<file path="src/rtl/prog_loader.sv">
// ---------------------------------------------------------------------------
// prog_loader
//   Boot/program loader. It assembles a UART byte stream into DATA_W-bit
//   words and writes them into one of NUM_BANKS SRAMs. The core is held in
//   reset while a load is running.
//
//   Image format: <bank byte> <word0 bytes LE> <word1 bytes LE> ... <END_WORD>
//   When PROG_LOADER_CKSUM_EN is defined, END_WORD is followed by a trailer
//   word. The trailer must equal the modulo-2**DATA_W sum of all written words.
//
// Ports
//   clk_i        clock
//   rst_i        synchronous active-high reset
//   prog_i       programming request (level); its rising edge starts a load
//   rx_dv_i      one-cycle byte-valid strobe from the UART receiver
//   rx_byte_i    received byte
//   we_o         one-cycle SRAM write strobe
//   bank_sel_o   one-hot target bank (valid with we_o)
//   addr_o       word address (valid with we_o)
//   wdata_o      write data (valid with we_o)
//   core_rst_no  core reset, active-low
//   busy_o       high while a load is in progress
//   err_o        sticky load error, cleared by the next load request
//
// Handshake: neither interface has backpressure. rx_dv_i marks one valid byte
// in every cycle where it is high, including back-to-back cycles, and every
// such byte is consumed in the cycle it arrives. we_o is a one-cycle pulse.
// The SRAM adapter must accept the write in that cycle, because there is no
// ready signal.
// ---------------------------------------------------------------------------
module prog_loader #(
  parameter int                 DATA_W    = 32,
  parameter int                 ADDR_W    = 12,
  parameter int                 NUM_BANKS = 2,
  parameter logic [DATA_W-1:0]  END_WORD  = DATA_W'(32'h0000_0FFF)
) (
  input  logic                  clk_i,
  input  logic                  rst_i,
  input  logic                  prog_i,
  input  logic                  rx_dv_i,
  input  logic [7:0]            rx_byte_i,
  output logic                  we_o,
  output logic [NUM_BANKS-1:0]  bank_sel_o,
  output logic [ADDR_W-1:0]     addr_o,
  output logic [DATA_W-1:0]     wdata_o,
  output logic                  core_rst_no,
  output logic                  busy_o,
  output logic                  err_o
);

  localparam int NBYTES = DATA_W / 8;
  localparam int CNT_W  = (NBYTES > 1) ? $clog2(NBYTES) : 1;
  localparam int BANK_W = (NUM_BANKS > 1) ? $clog2(NUM_BANKS) : 1;
  localparam logic [7:0] NUM_BANKS_B = 8'(NUM_BANKS);

`ifdef PROG_LOADER_CKSUM_EN
  typedef enum logic [2:0] {S_IDLE, S_BANK, S_LOAD, S_CKSUM, S_DONE, S_ERR} state_t;
`else
  typedef enum logic [2:0] {S_IDLE, S_BANK, S_LOAD, S_DONE, S_ERR} state_t;
`endif

  state_t                 state_q, state_d;
  logic                   prog_prev_q, prog_prev_d;
  logic [CNT_W-1:0]       cnt_q, cnt_d;
  logic [DATA_W-1:0]      word_q, word_d;
  logic [ADDR_W-1:0]      addr_cnt_q, addr_cnt_d;
  logic                   full_q, full_d;
  logic [BANK_W-1:0]      bank_q, bank_d;
`ifdef PROG_LOADER_CKSUM_EN
  logic [DATA_W-1:0]      sum_q, sum_d;
`endif

  logic                   we_q, we_d;
  logic [NUM_BANKS-1:0]   bank_sel_q, bank_sel_d;
  logic [ADDR_W-1:0]      addr_q, addr_d;
  logic [DATA_W-1:0]      wdata_q, wdata_d;
  logic                   core_rst_n_q, core_rst_n_d;
  logic                   busy_q, busy_d;
  logic                   err_q, err_d;

  logic                   prog_rise;
  logic                   last_byte;
  logic                   to_err;
  logic [DATA_W-1:0]      word_shift;

  always_comb begin
    // Each byte enters at the top and moves down. After NBYTES bytes, the
    // first byte sits in bits [7:0], which gives little-endian assembly.
    word_shift = (word_q >> 8) | (DATA_W'(rx_byte_i) << (DATA_W - 8));
    last_byte  = (cnt_q == CNT_W'(NBYTES - 1));
    prog_rise  = prog_i & ~prog_prev_q;

    state_d      = state_q;
    prog_prev_d  = prog_i;
    cnt_d        = cnt_q;
    word_d       = word_q;
    addr_cnt_d   = addr_cnt_q;
    full_d       = full_q;
    bank_d       = bank_q;
`ifdef PROG_LOADER_CKSUM_EN
    sum_d        = sum_q;
`endif
    we_d         = 1'b0;
    bank_sel_d   = bank_sel_q;
    addr_d       = addr_q;
    wdata_d      = wdata_q;
    core_rst_n_d = core_rst_n_q;
    busy_d       = busy_q;
    err_d        = err_q;
    to_err       = 1'b0;

    case (state_q)
      S_IDLE: begin
        core_rst_n_d = 1'b1;
        busy_d       = 1'b0;
        if (prog_rise) begin
          state_d      = S_BANK;
          core_rst_n_d = 1'b0;
          busy_d       = 1'b1;
        end
      end

      S_BANK: begin
        if (!prog_i) begin
          to_err = 1'b1;
        end else if (rx_dv_i) begin
          if (rx_byte_i >= NUM_BANKS_B) begin
            to_err = 1'b1;
          end else begin
            state_d    = S_LOAD;
            bank_d     = rx_byte_i[BANK_W-1:0];
            cnt_d      = '0;
            addr_cnt_d = '0;
            full_d     = 1'b0;
`ifdef PROG_LOADER_CKSUM_EN
            sum_d      = '0;
`endif
          end
        end
      end

      S_LOAD: begin
        if (!prog_i) begin
          to_err = 1'b1;
        end else if (rx_dv_i) begin
          word_d = word_shift;
          cnt_d  = last_byte ? '0 : cnt_q + 1'b1;
          if (last_byte) begin
            if (word_shift == END_WORD) begin
`ifdef PROG_LOADER_CKSUM_EN
              state_d      = S_CKSUM;
`else
              state_d      = S_DONE;
              core_rst_n_d = 1'b1;
              busy_d       = 1'b0;
`endif
            end else if (full_q) begin
              // The top address has already been written. Addresses never
              // wrap, so any further data word is an overflow.
              to_err = 1'b1;
            end else begin
              we_d       = 1'b1;
              bank_sel_d = NUM_BANKS'(1) << bank_q;
              addr_d     = addr_cnt_q;
              wdata_d    = word_shift;
`ifdef PROG_LOADER_CKSUM_EN
              sum_d      = sum_q + word_shift;
`endif
              if (addr_cnt_q == '1) full_d = 1'b1;
              else                  addr_cnt_d = addr_cnt_q + 1'b1;
            end
          end
        end
      end

`ifdef PROG_LOADER_CKSUM_EN
      S_CKSUM: begin
        if (!prog_i) begin
          to_err = 1'b1;
        end else if (rx_dv_i) begin
          word_d = word_shift;
          cnt_d  = last_byte ? '0 : cnt_q + 1'b1;
          if (last_byte) begin
            if (word_shift == sum_q) begin
              state_d      = S_DONE;
              core_rst_n_d = 1'b1;
              busy_d       = 1'b0;
            end else begin
              to_err = 1'b1;
            end
          end
        end
      end
`endif

      S_DONE: begin
        state_d      = S_IDLE;
        core_rst_n_d = 1'b1;
        busy_d       = 1'b0;
      end

      S_ERR: begin
        err_d        = 1'b1;
        core_rst_n_d = 1'b0;
        busy_d       = 1'b0;
        if (prog_rise) begin
          state_d = S_BANK;
          err_d   = 1'b0;
          busy_d  = 1'b1;
        end
      end

      default: begin
        state_d = S_IDLE;
      end
    endcase

    if (to_err) begin
      state_d      = S_ERR;
      err_d        = 1'b1;
      core_rst_n_d = 1'b0;
      busy_d       = 1'b0;
    end
  end

  always_ff @(posedge clk_i) begin
    if (rst_i) begin
      state_q      <= S_IDLE;
      prog_prev_q  <= 1'b0;
      cnt_q        <= '0;
      word_q       <= '0;
      addr_cnt_q   <= '0;
      full_q       <= 1'b0;
      bank_q       <= '0;
`ifdef PROG_LOADER_CKSUM_EN
      sum_q        <= '0;
`endif
      we_q         <= 1'b0;
      bank_sel_q   <= '0;
      addr_q       <= '0;
      wdata_q      <= '0;
      core_rst_n_q <= 1'b0;
      busy_q       <= 1'b0;
      err_q        <= 1'b0;
    end else begin
      state_q      <= state_d;
      prog_prev_q  <= prog_prev_d;
      cnt_q        <= cnt_d;
      word_q       <= word_d;
      addr_cnt_q   <= addr_cnt_d;
      full_q       <= full_d;
      bank_q       <= bank_d;
`ifdef PROG_LOADER_CKSUM_EN
      sum_q        <= sum_d;
`endif
      we_q         <= we_d;
      bank_sel_q   <= bank_sel_d;
      addr_q       <= addr_d;
      wdata_q      <= wdata_d;
      core_rst_n_q <= core_rst_n_d;
      busy_q       <= busy_d;
      err_q        <= err_d;
    end
  end

  assign we_o        = we_q;
  assign bank_sel_o  = bank_sel_q;
  assign addr_o      = addr_q;
  assign wdata_o     = wdata_q;
  assign core_rst_no = core_rst_n_q;
  assign busy_o      = busy_q;
  assign err_o       = err_q;

endmodule
</file>
<file path="config.mk">
export PLATFORM = sky130hd
export DESIGN_NAME = prog_loader
export DESIGN_NICKNAME = d
export VERILOG_FILES = /design/src/rtl/prog_loader.sv
export SDC_FILE = /design/constraint.sdc
export NUM_CORES = 1
export LEC_CHECK = 0
export BUFFER_PORTS_ARGS = -buffer_cell sky130_fd_sc_hd__buf_2
export CELL_PAD_IN_SITES_DETAIL_PLACEMENT = 0
export CELL_PAD_IN_SITES_GLOBAL_PLACEMENT = 1
export CORE_ASPECT_RATIO = 0.8
export CORE_MARGIN = 2
export CORE_UTILIZATION = 45
export DETAILED_ROUTE_END_ITERATION = 8
export PLACE_DENSITY_LB_ADDON = 0.1
export SYNTH_ARGS = -nofsm -noshare
export SYNTH_HDL_FRONTEND = slang
export SYNTH_SLANG_ARGS = --single-unit
</file>
<file path="constraint.sdc">
create_clock -name clk_i -period 6.5 [get_ports clk_i]
set_clock_uncertainty 0.2 [all_clocks]
set_input_delay 0.65 -clock clk_i [delete_from_list [all_inputs] [get_ports clk_i]]
set_output_delay 0.65 -clock clk_i [all_outputs]
set_load 0.02 [all_outputs]
</file>
# Yosys cells after proc, flatten, opt, wreduce, memory -nomap -nowiden
# Cells that the tools add are included.
[word_totals]
ff_bits = 102
in_bits = 12
out_inout_bits = 50
[classes]
add_sub_neg = 2
n_lt_le_gt_ge = 1
eq_ne = 26
n_shift = 1
n_mux = 61
n_bitwise = 10
n_reduce_logical = 18
[ops]
columns = ["cell", "count"]
rows = [
  ["$mux 12", 9],
  ["$eq 32x12->1 const B", 1],
  ["$or 24x32->32", 1],
  ["$mux 1", 30],
  ["$mux 3", 9],
  ["$pmux 12 s2", 1],
  ["$reduce_and 8->1", 3],
  ["$ne 3x3->1 const B", 7],
  ["$ne 2x2->1 const B", 10],
  ["$add 12x1->12 const B", 1],
  ["$eq 12x12->1 const B", 1],
  ["$mux 2", 6],
  ["$reduce_and 6->1", 2],
  ["$reduce_and 10->1", 1],
  ["$reduce_and 5->1", 2],
  ["$pmux 3 s3", 1],
  ["$ge 8x2->1 const B", 1],
  ["$not 1->1", 8],
  ["$eq 3x2->1 const B", 2],
  ["$reduce_or 6->1", 1],
  ["$pmux 1 s2", 2],
  ["$pmux 1 s4", 1],
  ["$pmux 2 s2", 1],
  ["$reduce_and 4->1", 1],
  ["other kinds (15)", 17],
]

# Longest topological paths before layout
[logic_depth]
word_depth = 9
ltp_mapped = 10

# Least setup slack after synthesis
# OpenSTA, ideal clock, no wires.
[synth_timing]
path_type = "in2reg"
startpoint = "input rx_byte_i[4]"
endpoint = "register wdata_q[10] (netlist: wdata_o[10])"
setup_ns = 0.128
arrival_time_ns = 2.275
t_required_ns = 6.172
path_slack_ns = 3.898
stages = 9
n_path_buf = 3
cell_sequence = "nor4_1 > nand2_1 > nor3_2 > or4b_1 > buf_2 > buf_6 > buf_6 > mux2i_1 > nor2_1"
[synth_via]
elab_chain_cells = 4
[synth_lines]
columns = ["item", "line_no", "rtl"]
rows = [
  ["from (decl)", "41", "input logic [7:0] rx_byte_i,"],
  ["$or 24x32->32", "89", "word_shift = (word_q >> 8) | (DATA_W'(rx_byte_i) << (DATA_W - 8));"],
  ["$eq 32x12->1", "149", "if (word_shift == END_WORD) begin"],
  ["$not 1->1 (no line)", "n/a", ""],
  ["$reduce_and 6->1 (no line)", "n/a", ""],
  ["to (signal assigned)", "259", "wdata_q <= wdata_d;"],
  ["to (decl)", "76", "logic [DATA_W-1:0] wdata_q, wdata_d;"],
]
# No other way between the ends.
# A chain may end at the register's enable or synchronous reset.

# Worst setup path in the final report
[layout_timing]
startpoint = "register state_q[1]"
endpoint = "register wdata_q[15] (netlist: wdata_o[15])"
[layout_via]
elab_chain_cells = 2
[layout_lines]
columns = ["item", "line_no", "rtl"]
rows = [
  ["from (decl)", "62", "state_t state_q, state_d;"],
  ["from (signal assigned)", "246", "state_q <= state_d;"],
  ["$eq 3x2->1", "112", "case (state_q)"],
  ["$reduce_and 6->1 (no line)", "n/a", ""],
]
# No other way between the ends.

==> results.md <==
- CTS tree: done
- Insertion delay to the later sink of the worst-skew pair: 0.36 ns
- Clk pwr share: 40.1%
- Max Fclk: 288 MHz
- Max-Cap Viols: 0
- Die Wd: 108 µm
- Slowest cell on crit path: or4b_2
- RSZ-0062 raised after global routing: no
- Sw Share: 22.6%
- Number of synthesized flops with an enable pin: 0
- I/O pin total: 62
- Vias in the first global route: 2,616
- H-Tree Depth: 3
- Logic pwr share: 4.1%
- Largest net degree at the start of global routing: 80
- Area delta synth->final: 14.2%
- Sum Neg Setup Slack: 0 ns
- Crit end category: flop
- Worst Tran Pin Value: 0.809 ns
- Syn_area_per_cell: 9.27 µm²
- Routed len/inst: 14.1 µm
- Crit Path Category: reg -> reg
- Iteration-0 DRC Markers: 182
- Worst-case clock buffer depth: 2
- TritonCTS Buffers: 9
- Post-synthesis adder-cell area fraction: 0.649%
- Mapped Area: 0.00386 mm²
- NumNets Final: 482
- Port bufs: 61
- Yosys warnings: 0
- Ys async rst share: 0%
- Initial Util: 45.9%
- Post_cts resized: 0
- Crit path required time: 6.51 ns
- Routed vias: 2,976
- Final ANT Viol Nets: 0
- Postcts setup bufs: 0
- Total power: 0.00105 W
- Max incr delay on CP: 0.72 ns
- Switching power total: 0.000237 W
- Worst vdd ir: 0.100 mV
- Gr usage total: 18.5%
- Post-synthesis simple-gate area fraction: 21.3%
- Hold Buf Count CTS: 0
- Core Area: 0.00841 mm²
- Crit path max fanout: 47
- Setup-failing EPs final: 0
- Drt pass-1 iters: 6
- Sequential Power Share: 55.8%
- Clk sink count: 94
- Site Rows: 30
- Hold Vio Cnt, Final: 0
- Initial antenna violation count: 0
- Gr ovfl total: 0
- Main combinational cell family by area after synthesis: simple AND/OR/NAND/NOR gates
- Die height: 86.8 µm
- Post-Syn Instances: 416
- Final Cell Area: 0.00441 mm²
- Placer's final routability congestion estimate: 0.816
- Slew Viols, Final: 0
- Startpoint types: flop
- Crit-path cells: and3_1 -> nand2_2 -> or4b_2 -> buf_4 -> mux2i_1 -> nor2_1
- Multiplexer share of the synthesized area: 13.5%
- Outcome: completed
- DRC: 0
- Dpl hpwl: 5610 µm
- First-pass GRT wire length: 13,500 µm
- Die area: 0.00933 mm²
- Crit share post-route: 53.3%
- Worst Path Arrival: 3.47 ns
- Post-Synth XOR/XNOR Area: 2.04%
- Yosys reg bits: 94
- LEAKAGE: 2.04 nW
- Seq/Total Area, Yosys: 48.8%
- Routed Wire Length: 8260 µm
- Tmin final: 3.47 ns
- Syn Nets: 430
- Worst Hold Class: reg -> reg
- Synth Area in Compound Gates: 9.67%
- Post-DP Area: 0.00419 mm²
- Synth cell types: 46
- Worst rel slew slack: 46.0%
- Root buf cell: clkbuf_8
- Diode count: 0
- Post-synth top flop: dfxtp_1
- Power Density: 238 mW/mm²
- Commonest cells after routing, fill and taps aside: 94 x dfxtp_1, 70 x nor2_1, 61 x buf_2
- Int Pwr: 0.000810 W
- Clk slew on worst S/H paths: 0.09 ns
- Number of fill cells: 791
- Commonest non-fill, non-tap cell in the layout: dfxtp_1
- Vias per cell: 5.10
- Share of layout cells above drive strength 1: 20.1%
-- final timing paths --
check	start	to	slack, ns	cells after the start
min	word_q[12]$_SDFFE_PP0P_	word_q[12]$_SDFFE_PP0P_	0.28	2
min reg2reg	word_q[12]$_SDFFE_PP0P_	word_q[12]$_SDFFE_PP0P_	0.28	2
max	state_q[1]$_SDFFE_PP0P_	wdata_o[15]$_SDFFE_PP0P_	3.03	6
max reg2reg	state_q[1]$_SDFFE_PP0P_	wdata_o[15]$_SDFFE_PP0P_	3.03	6
-- metrics by stage --
step / cells / hold WS [ns] / setup slack [ns] / util (%)
3_3_place_gp: 569 / 0.260 / 2.95 / 49.9
3_5_place_dp: 569 / 0.266 / 2.93 / 49.9
5_1_grt: 584 / 0.305 / 2.78 / 52.4
4_1_cts: 584 / 0.279 / 3.02 / 52.4
2_1_floorplan: 416 / 0.244 / 3.90 / -
6_report: 584 / 0.277 / 3.03 / 52.4
-- per-layer routing --
layer  part of all wire, %  vias up  global-route usage [%]
li1                      -     1536                       -
met1                    52     1364                    27.4
met2                    42       65                    26.2
met3                   4.4       11                    4.74
met4                   1.2        0                    6.06
met5                     0        -                       0
-- state kept, by name (all words and copies together) (netlist names) --
signal and count:
we_o 1, busy_o 1, state_q 3, core_rst_no 1, addr_o 12, err_o 1
cnt_q 2, bank_sel_o 2, bank_q 1, wdata_o 32, full_q 1, prog_prev_q 1
addr_cnt_q 12, word_q 24
-- critical path, delay by kind of cell, from the launching register on --
kind                   cells  cell delay [ns]
muxes                      1             0.24
DFF                        1             0.50
and+or+nand+nor            4             1.95
buffers and inverters      1             0.37
-- synth_stat cells (2+ instances only) --
| cell type | count | area, µm² |
|---|---|---|
| nor4b_1 | 2 | 17.5 |
| a2111oi_4 | 2 | 55.1 |
| or4_1 | 2 | 15.0 |
| nand2b_1 | 2 | 12.5 |
| or3b_1 | 2 | 17.5 |
| a211oi_1 | 3 | 22.5 |
| nor3_1 | 4 | 20.0 |
| ha_1 | 2 | 25.0 |
| inv_1 | 4 | 15.0 |
| nor4bb_1 | 2 | 20.0 |
| nand4_1 | 5 | 31.3 |
| or2_2 | 2 | 12.5 |
| mux2i_1 | 52 | 521 |
| buf_2 | 3 | 15.0 |
| buf_6 | 5 | 56.3 |
| and2_1 | 4 | 25.0 |
| nand2_1 | 60 | 225 |
| clkbuf_1 | 13 | 48.8 |
| nor2_1 | 70 | 263 |
| and3_1 | 5 | 31.3 |
| a211oi_2 | 2 | 25.0 |
| and4_1 | 2 | 17.5 |
| a21oi_1 | 34 | 170 |
| dfxtp_1 | 94 | 1880 |
| o21a_1 | 2 | 15.0 |
| nand3_1 | 8 | 40.0 |
| xnor2_1 | 9 | 78.8 |
| buf_4 | 2 | 15.0 |
| o21ai_0 | 2 | 10.0 |
-- power by group through the flow --
stage	logic [W]	registers (W)	clock network, W
2_1_floorplan	0.0000265	0.000599	0
3_3_place_gp	0.0000433	0.000597	0
3_5_place_dp	0.0000434	0.000597	0
4_1_cts	0.0000435	0.000584	0.000435
5_1_grt	0.0000482	0.000585	0.000459
6_report	0.0000432	0.000584	0.000420
-- logic make-up (layout without fill, tap and decap cells) --
family,Yosys count,count (layout)
buffers and inverters,29,85
DFF,94,94
adders and majority gates,2,2
and+or+nand+nor,178,178
muxes,52,52
xor gates and xnor gates,9,9
AOI/OAI and AO/OA,52,52
-- final cells by class --
cell class | instances | area, µm² | area share [%]
clock buffer | 10 | 128 | 2.90
clock inverter | 5 | 83.8 | 1.90
timing repair buffer | 65 | 335 | 7.61
multi-input combinational | 293 | 1820 | 41.3
sequential | 94 | 1880 | 42.7
tap | 112 | 140 | 3.18
inverter | 5 | 18.8 | 0.426
Note: power is estimated with default switching activity, not from simulation.
